==> config.mk <==
export PLATFORM = sky130hd
export DESIGN_NAME = generador_vga_sync
export DESIGN_NICKNAME = d
export VERILOG_FILES = /design/src/rtl/generador_vga_sync.sv
export SDC_FILE = /design/constraint.sdc
export NUM_CORES = 1
export LEC_CHECK = 0
export BUFFER_PORTS_ARGS = -buffer_cell sky130_fd_sc_hd__buf_4
export CAP_MARGIN = 30
export CORE_MARGIN = 2
export CORE_UTILIZATION = 40
export CTS_CLUSTER_SIZE = 28
export DETAILED_ROUTE_END_ITERATION = 8
export GPL_TIMING_DRIVEN = 0
export SLEW_MARGIN = 10
export SYNTH_ARGS = -nofsm -noshare
export SYNTH_HDL_FRONTEND = slang
export SYNTH_SLANG_ARGS = --single-unit
==> constraint.sdc <==
create_clock -name clk_50MHz_i -period 2.45 [get_ports clk_50MHz_i]
set_clock_uncertainty 0.2 [all_clocks]
set_input_delay 0.3675 -clock clk_50MHz_i [delete_from_list [all_inputs] [get_ports clk_50MHz_i]]
set_output_delay 0.3675 -clock clk_50MHz_i [all_outputs]
set_load 0.03 [all_outputs]
==> src/rtl/generador_vga_sync.sv <==
// 640x480 VGA raster timing: pixel/line counters, registered sync and active-video flags.
// Define SYNC_ACTIVE_LOW_EN for active-low hsync_o/vsync_o (standard 640x480 polarity).
module generador_vga_sync #(
    parameter int H_ACTIVE = 640,
    parameter int H_FP     = 16,
    parameter int H_SYNC   = 96,
    parameter int H_BP     = 48,
    parameter int V_ACTIVE = 480,
    parameter int V_FP     = 10,
    parameter int V_SYNC   = 2,
    parameter int V_BP     = 33,
    parameter int DW       = 10
) (
    input  logic          clk_50MHz_i,
    input  logic          rst_sync_i,
    input  logic          enable_i,
    output logic [DW-1:0] pixel_x_o,
    output logic [DW-1:0] pixel_y_o,
    output logic          hsync_o,
    output logic          vsync_o,
    output logic          video_on_o,
    output logic          line_end_o,
    output logic          frame_end_o
);

    localparam int H_TOTAL = H_ACTIVE + H_FP + H_SYNC + H_BP;
    localparam int V_TOTAL = V_ACTIVE + V_FP + V_SYNC + V_BP;

    localparam logic [DW-1:0] H_LAST   = DW'(H_TOTAL - 1);
    localparam logic [DW-1:0] V_LAST   = DW'(V_TOTAL - 1);
    localparam logic [DW-1:0] H_ACT_W  = DW'(H_ACTIVE);
    localparam logic [DW-1:0] V_ACT_W  = DW'(V_ACTIVE);
    localparam logic [DW-1:0] HS_START = DW'(H_ACTIVE + H_FP);
    localparam logic [DW-1:0] HS_END   = DW'(H_ACTIVE + H_FP + H_SYNC);
    localparam logic [DW-1:0] VS_START = DW'(V_ACTIVE + V_FP);
    localparam logic [DW-1:0] VS_END   = DW'(V_ACTIVE + V_FP + V_SYNC);

`ifdef SYNC_ACTIVE_LOW_EN
    localparam logic SYNC_ON = 1'b0;
`else
    localparam logic SYNC_ON = 1'b1;
`endif
    localparam logic SYNC_OFF = ~SYNC_ON;

    logic [DW-1:0] r_x;
    logic [DW-1:0] r_y;
    logic          r_hsync;
    logic          r_vsync;
    logic          r_video;

    logic          w_h_wrap;
    logic          w_v_wrap;
    logic [DW-1:0] w_x_next;
    logic [DW-1:0] w_y_next;
    logic          w_hsync_next;
    logic          w_vsync_next;
    logic          w_video_next;

    // >= rather than == so an out-of-range count falls back to 0 on the next tick.
    assign w_h_wrap = (r_x >= H_LAST);
    assign w_v_wrap = (r_y >= V_LAST);
    assign w_x_next = w_h_wrap ? '0 : r_x + DW'(1);
    assign w_y_next = !w_h_wrap ? r_y : (w_v_wrap ? '0 : r_y + DW'(1));

    // Decode from the next counter values so the flags land on the same edge as the counters.
    assign w_hsync_next = ((w_x_next >= HS_START) && (w_x_next < HS_END)) ? SYNC_ON : SYNC_OFF;
    assign w_vsync_next = ((w_y_next >= VS_START) && (w_y_next < VS_END)) ? SYNC_ON : SYNC_OFF;
    assign w_video_next = (w_x_next < H_ACT_W) && (w_y_next < V_ACT_W);

    // NOTE: sequential state uses non-blocking assignments so every register samples pre-edge values.
    always_ff @(posedge clk_50MHz_i) begin
        if (rst_sync_i) begin
            r_x     <= '0;
            r_y     <= '0;
            r_hsync <= SYNC_OFF;
            r_vsync <= SYNC_OFF;
            r_video <= 1'b1;
        end else if (enable_i) begin
            r_x     <= w_x_next;
            r_y     <= w_y_next;
            r_hsync <= w_hsync_next;
            r_vsync <= w_vsync_next;
            r_video <= w_video_next;
        end
    end

    assign pixel_x_o   = r_x;
    assign pixel_y_o   = r_y;
    assign hsync_o     = r_hsync;
    assign vsync_o     = r_vsync;
    assign video_on_o  = r_video;
    assign line_end_o  = enable_i && (r_x == H_LAST);
    assign frame_end_o = line_end_o && (r_y == V_LAST);

endmodule

==> impl_metrics.json, run 1 <==
{
  "hold_path_class": "in -> reg",
  "dp_hpwl_microns": 3300,
  "p_per_area_nw_per_um2": 351,
  "routedWlPerCell_microns": 15.8,
  "grt_pass1_wl_microns": 7960,
  "io_buffers": 27,
  "die_h_microns": 68.1,
  "wl_microns": 4730,
  "fill_cells": 428,
  "crit_required_ns": 1.88,
  "start_util_pct": 41.4,
  "cts_root_buf": "clkbuf_8",
  "grt_max_degree": 14,
  "syn_nets": 222,
  "h-tree-depth": 1,
  "hold_viol": 0,
  "track_usage_pct": 22.6,
  "pin_count": 28,
  "synthesis.area_sq_um": 1640,
  "cts_sinks": 23,
  "swShare_pct": 26.8,
  "final_nets": 257,
  "finalPower_mw": 0.704,
  "ctsLongestPathBuffers": 2,
  "fp.dieArea_sq_um": 4640,
  "core_area_sq_um": 3970,
  "ys.flop_type": "dfxtp_1",
  "hp-start": "rst_sync_i",
  "startpoint": "pixel_y_o[4]",
  "crit_path_end_kind": "output port",
  "cts_buffers": 3,
  "intPower_mw": 0.515,
  "synth-async-reset-ratio_pct": 0,
  "syn_inst": 216,
  "rsz0062_at_grt": "false",
  "maxSlewViolCount": 0,
  "yosysWarnings": 0,
  "final_cell_mix": "buf_4 (32), a21oi_1 (25), dfxtp_1 (21)",
  "whs_ns": 0.217,
  "timing.rr.start": "pixel_x_o[0]",
  "pwr-share-seq_pct": 54.9,
  "period_needed_ns": 2.32,
  "combPwrFrac_pct": 9.0,
  "p_sw_mw": 0.189,
  "period_share_pct": 94.6,
  "globalRoute.totalOverflow": 0,
  "max_freq_ghz": 0.432,
  "dp_slack_ns": 0.0366,
  "setup_tns_ns": 0,
  "power.share.clock_pct": 36.0,
  "syn_area_per_cell_sq_um": 7.61,
  "ir_drop_v": 0.000262,
  "max_cap_violations": 0,
  "synth_top_area_share_pct": 28.0,
  "multi_input_area_sq_um": 1090,
  "ant_nets": 0,
  "startpoint_type": "register",
  "worstPathMaxFanout": 8,
  "synth_top_area_cell": "dfxtp_1",
  "max_slew_margin_pct": 62.7,
  "diodes": 0,
  "cts_tree": "done",
  "synth_edf_count": 0,
  "rows": 23,
  "seq_area_frac_synth_pct": 28.0,
  "clk_latency_ns": 0.27,
  "routabilityCongestion": 0.904,
  "vias_per_cell": 5.88,
  "layout_commonest_cell": "buf_4",
  "worstSetupPathType": "reg -> out",
  "firstDrtPassIters": 4,
  "vias": 1764,
  "chipWidth_microns": 68.1,
  "drive_above_1_share_pct": 24.4,
  "setup_slack_ns": 0.133,
  "synth-seq-cells": 23,
  "grt_pass1_vias": 1584,
  "grt_antenna_before_repair": 0,
  "status": "finished clean",
  "regArea_sq_um": 463,
  "drt_iter0_drc": 124,
  "cts_hold_buf": 0,
  "cellLeakagePower_nw": 0.726,
  "synth_area_leaders": "dfxtp_1 (28%), a21oi_1 (7.6%), nor2_1 (4.1%)",
  "synth_cell_type_count": 58,
  "drcViolationCount": 0,
  "finalSetupViolations": 0,
  "cts.reportedPaths.clkPinSlew_ns": 0.09,
  "worst_slew_pin_slew_ns": 0.559,
  "arrival_ns": 1.75,
  "areaGrowthSynthToFinish_pct": 21.9
}
[through the flow]
| stage | utilization [%] | cells | cell area (sq um) |
|---|---|---|---|
| 2_1_floorplan | - | 216 | 1660 |
| 3_3_place_gp | 48.5 | 293 | 1930 |
| 3_5_place_dp | 48.5 | 293 | 1930 |
| 4_1_cts | 50.1 | 299 | 1990 |
| 5_1_grt | 50.4 | 300 | 2000 |
| 6_report | 50.4 | 300 | 2000 |
[synth_stat cells (6+ instances only)]
library cell / n
nor3_1: 6
inv_1: 9
nor2_1: 18
nor4_1: 6
clkbuf_1: 6
buf_2: 7
nand4_1: 6
a21oi_1: 25
nand2_1: 16
dfxtp_1: 23
nand3_1: 8
o21ai_0: 13
[registers in the layout, indices dropped and copies added (netlist names)]
| name | flops |
|---|---|
| video_on_o | 1 |
| pixel_x_o | 10 |
| pixel_y_o | 10 |
| vsync_o | 1 |
| hsync_o | 1 |
[worst max-delay path, cell delays in order, from the launching register on]
cell	delay [ns]
dfxtp_1	0.40
or3_4	0.45
nor4_2	0.30
and2_2	0.19
buf_4	0.15
[routing by layer]
metal	part of all wire, %	GRT usage (%)	routed length [microns]
met5	0	0	0
met4	1.0	6.00	48
met3	4.5	2.14	212
met2	43	32.8	2030
met1	52	35.1	2440
[kinds of logic after synthesis]
family,count (synthesis),synth area share [%]
DFF,23,28.0
AOI/OAI and AO/OA,72,30.1
xor gates and xnor gates,3,1.60
adders and majority gates,3,2.29
buffers and inverters,25,7.16
and+or+nand+nor,90,30.8
[worst paths after layout]
path         slack, ns  depth (start not counted)           end
max               0.13                          4   frame_end_o
min               0.22                          3  pixel_y_o[9]
min reg2reg       0.29                          1       hsync_o
max reg2reg       0.22                          7       vsync_o
[timing repair]
item | in CTS | in global routing
gates cloned | 0 | 0
gates resized for setup | 0 | 1
setup buffers | 2 | 1
setup endpoints to repair | 1 | 2
[power groups by stage]
| stage | Sequential (mW) | Clock (mW) | Combinational, mW |
|---|---|---|---|
| finish | 0.386 | 0.254 | 0.0636 |
| global route | 0.388 | 0.276 | 0.0703 |
| CTS | 0.386 | 0.260 | 0.0635 |
| detailed placement | 0.395 | 0 | 0.0633 |
| global placement | 0.395 | 0 | 0.0636 |
| floorplan | 0.405 | 0 | 0.0292 |
[final cells by class]
type / count / share of cell area, %
Clock inverter: 1 / 0.250
Clock buffer: 3 / 2.06
Sequential cell: 23 / 23.1
Timing Repair Buffer: 30 / 11.3
Tap cell: 50 / 3.13
Multi-Input combinational cell: 168 / 54.3
Inverter: 9 / 1.69
Buffer: 16 / 4.19
No activity file was read; power rests on OpenSTA's default activity.
==> inputs of run 2 (changes only) <==
BUFFER_PORTS_ARGS = -buffer_cell sky130_fd_sc_hd__buf_2   (was -buffer_cell sky130_fd_sc_hd__buf_4)
RECOVER_POWER = 50   (was unset)
==> run 2 against run 1 <==
Critical path depth is the same. Die area is the same. Combinational power shrank 8.3%. Sequential share of layout area grew 1.1 points. Via count shrank 0.91%.
==> impl_metrics.json, run 2 (synthesis results as in run 1) <==
{
  "maxSlewViolCount": 0,
  "p_per_area_nw_per_um2": 362,
  "status": "finished clean",
  "cpMaxStageDelayCell": "or3_4",
  "chipWidth_microns": 68.1,
  "path_depth": 4,
  "setup_tns_ns": 0,
  "cts_sinks": 23,
  "worstSetupPathType": "reg -> out",
  "final_cells": 300,
  "finalSetupViolations": 0,
  "period_needed_ns": 2.36,
  "dp_slack_ns": 0.0566,
  "cts.reportedPaths.clkPinSlew_ns": 0.09,
  "whs_ns": 0.273,
  "setup_slack_ns": 0.0904,
  "regArea_sq_um": 462,
  "hp-start": "hsync_o",
  "hold_viol": 0,
  "cellLeakagePower_nw": 0.628,
  "rows": 23,
  "cts_tree": "done",
  "path_cells": "or3_4, nor4_2, and2_2, buf_2",
  "finalPower_mw": 0.689,
  "dp_hpwl_microns": 3260,
  "firstDrtPassIters": 4,
  "final_area_sq_um": 1900,
  "arrival_ns": 1.79,
  "worstPathMaxFanout": 8,
  "ant_nets": 0,
  "pin_count": 28,
  "routedWlPerCell_microns": 15.2,
  "worst_slew_pin_slew_ns": 0.573,
  "finish.utilization_pct": 48.0,
  "placed_cell_area_sq_um": 1860,
  "drcViolationCount": 0,
  "fp.dieArea_sq_um": 4640,
  "dpl.cell_count": 293,
  "globalRoute.totalOverflow": 0,
  "final_cell_mix": "clkbuf_1 (29), a21oi_1 (25), dfxtp_1 (22)",
  "wl_microns": 4560,
  "clk_latency_ns": 0.27,
  "drt_iter0_drc": 112,
  "cts_root_buf": "clkbuf_8",
  "fill_cells": 439,
  "crit_required_ns": 1.88,
  "diodes": 0,
  "ctsLongestPathBuffers": 2,
  "final_nets": 257,
  "layout_commonest_cell": "clkbuf_1",
  "vias_per_cell": 5.83,
  "core_area_sq_um": 3970,
  "grt_max_degree": 14,
  "start_util_pct": 41.4,
  "startpoint_type": "register",
  "multi_input_area_sq_um": 1090,
  "rsz0062_at_grt": "false",
  "max_slew_margin_pct": 61.8,
  "h-tree-depth": 1,
  "ir_drop_v": 0.000288,
  "max_cap_violations": 0,
  "grt_pass1_vias": 1465,
  "grt_pass1_wl_microns": 7450,
  "period_share_pct": 96.3,
  "routabilityCongestion": 0.918,
  "reg2reg_depth": 7,
  "critical_path.top_delay_family": "simple AND/OR/NAND/NOR gates",
  "crit_buf_inv": 1,
  "startpoint": "pixel_y_o[4]",
  "max_freq_ghz": 0.424,
  "io_buffers": 27,
  "cts_buffers": 3,
  "timing.rr.start": "pixel_x_o[0]",
  "cp_slowest_stage_delay_ns": 0.44,
  "drive_above_1_share_pct": 14.8,
  "track_usage_pct": 20.9,
  "hold_path_class": "reg -> reg",
  "die_h_microns": 68.1,
  "vias": 1748,
  "areaGrowthSynthToFinish_pct": 15.9,
  "grt_antenna_before_repair": 0,
  "crit_path_end_kind": "output port",
  "min_path_cells": 1
}
## run 2: cell count changes in the layout (fill, tap and decap cells not counted)
| cell | delta |
|---|---|
| dfxtp_2 | -1 |
| buf_2 | +4 |
| buf_4 | -27 |
| dfxtp_1 | +1 |
| clkbuf_1 | +23 |
## run 2: what timing repair did
action	4_1_cts	5_1_grt
hold endpoints to repair	0	0
setup buffers	2	1
hold buffers	0	0
resized for setup	0	1
endpoints found under the setup margin	1	1
## run 2: metal layers
| metal | global-route usage, % | vias up | wire length [microns] |
|---|---|---|---|
| met1 | 32.5 | 802 | 2330 |
| met5 | 0 | - | 0 |
| met4 | 3.00 | 0 | 18 |
| met3 | 2.96 | 2 | 289 |
| met2 | 30.7 | 57 | 1930 |
| li1 | - | 887 | - |
## run 2: where the power goes
part           internal (mW)  switching, mW
Sequential             0.379        0.00623
Clock                  0.114          0.131
Combinational         0.0155         0.0428
## run 2: worst paths after layout
check / to / slack (ns)
setup / recovery: frame_end_o / 0.09
setup reg to reg: video_on_o / 0.17
hold reg to reg: hsync_o / 0.27
hold / removal: hsync_o / 0.27
## run 2: area by class of cell
cell class                 instances  share of cell area (%)
clock buffer                       3                    2.17
tap                               50                    3.29
sequential                        23                    24.2
inverter                           9                    1.77
clock inverter                     1                   0.263
timing repair buffer              30                    6.77
buffer                            16                    4.40
multi-input combinational        168                    57.1
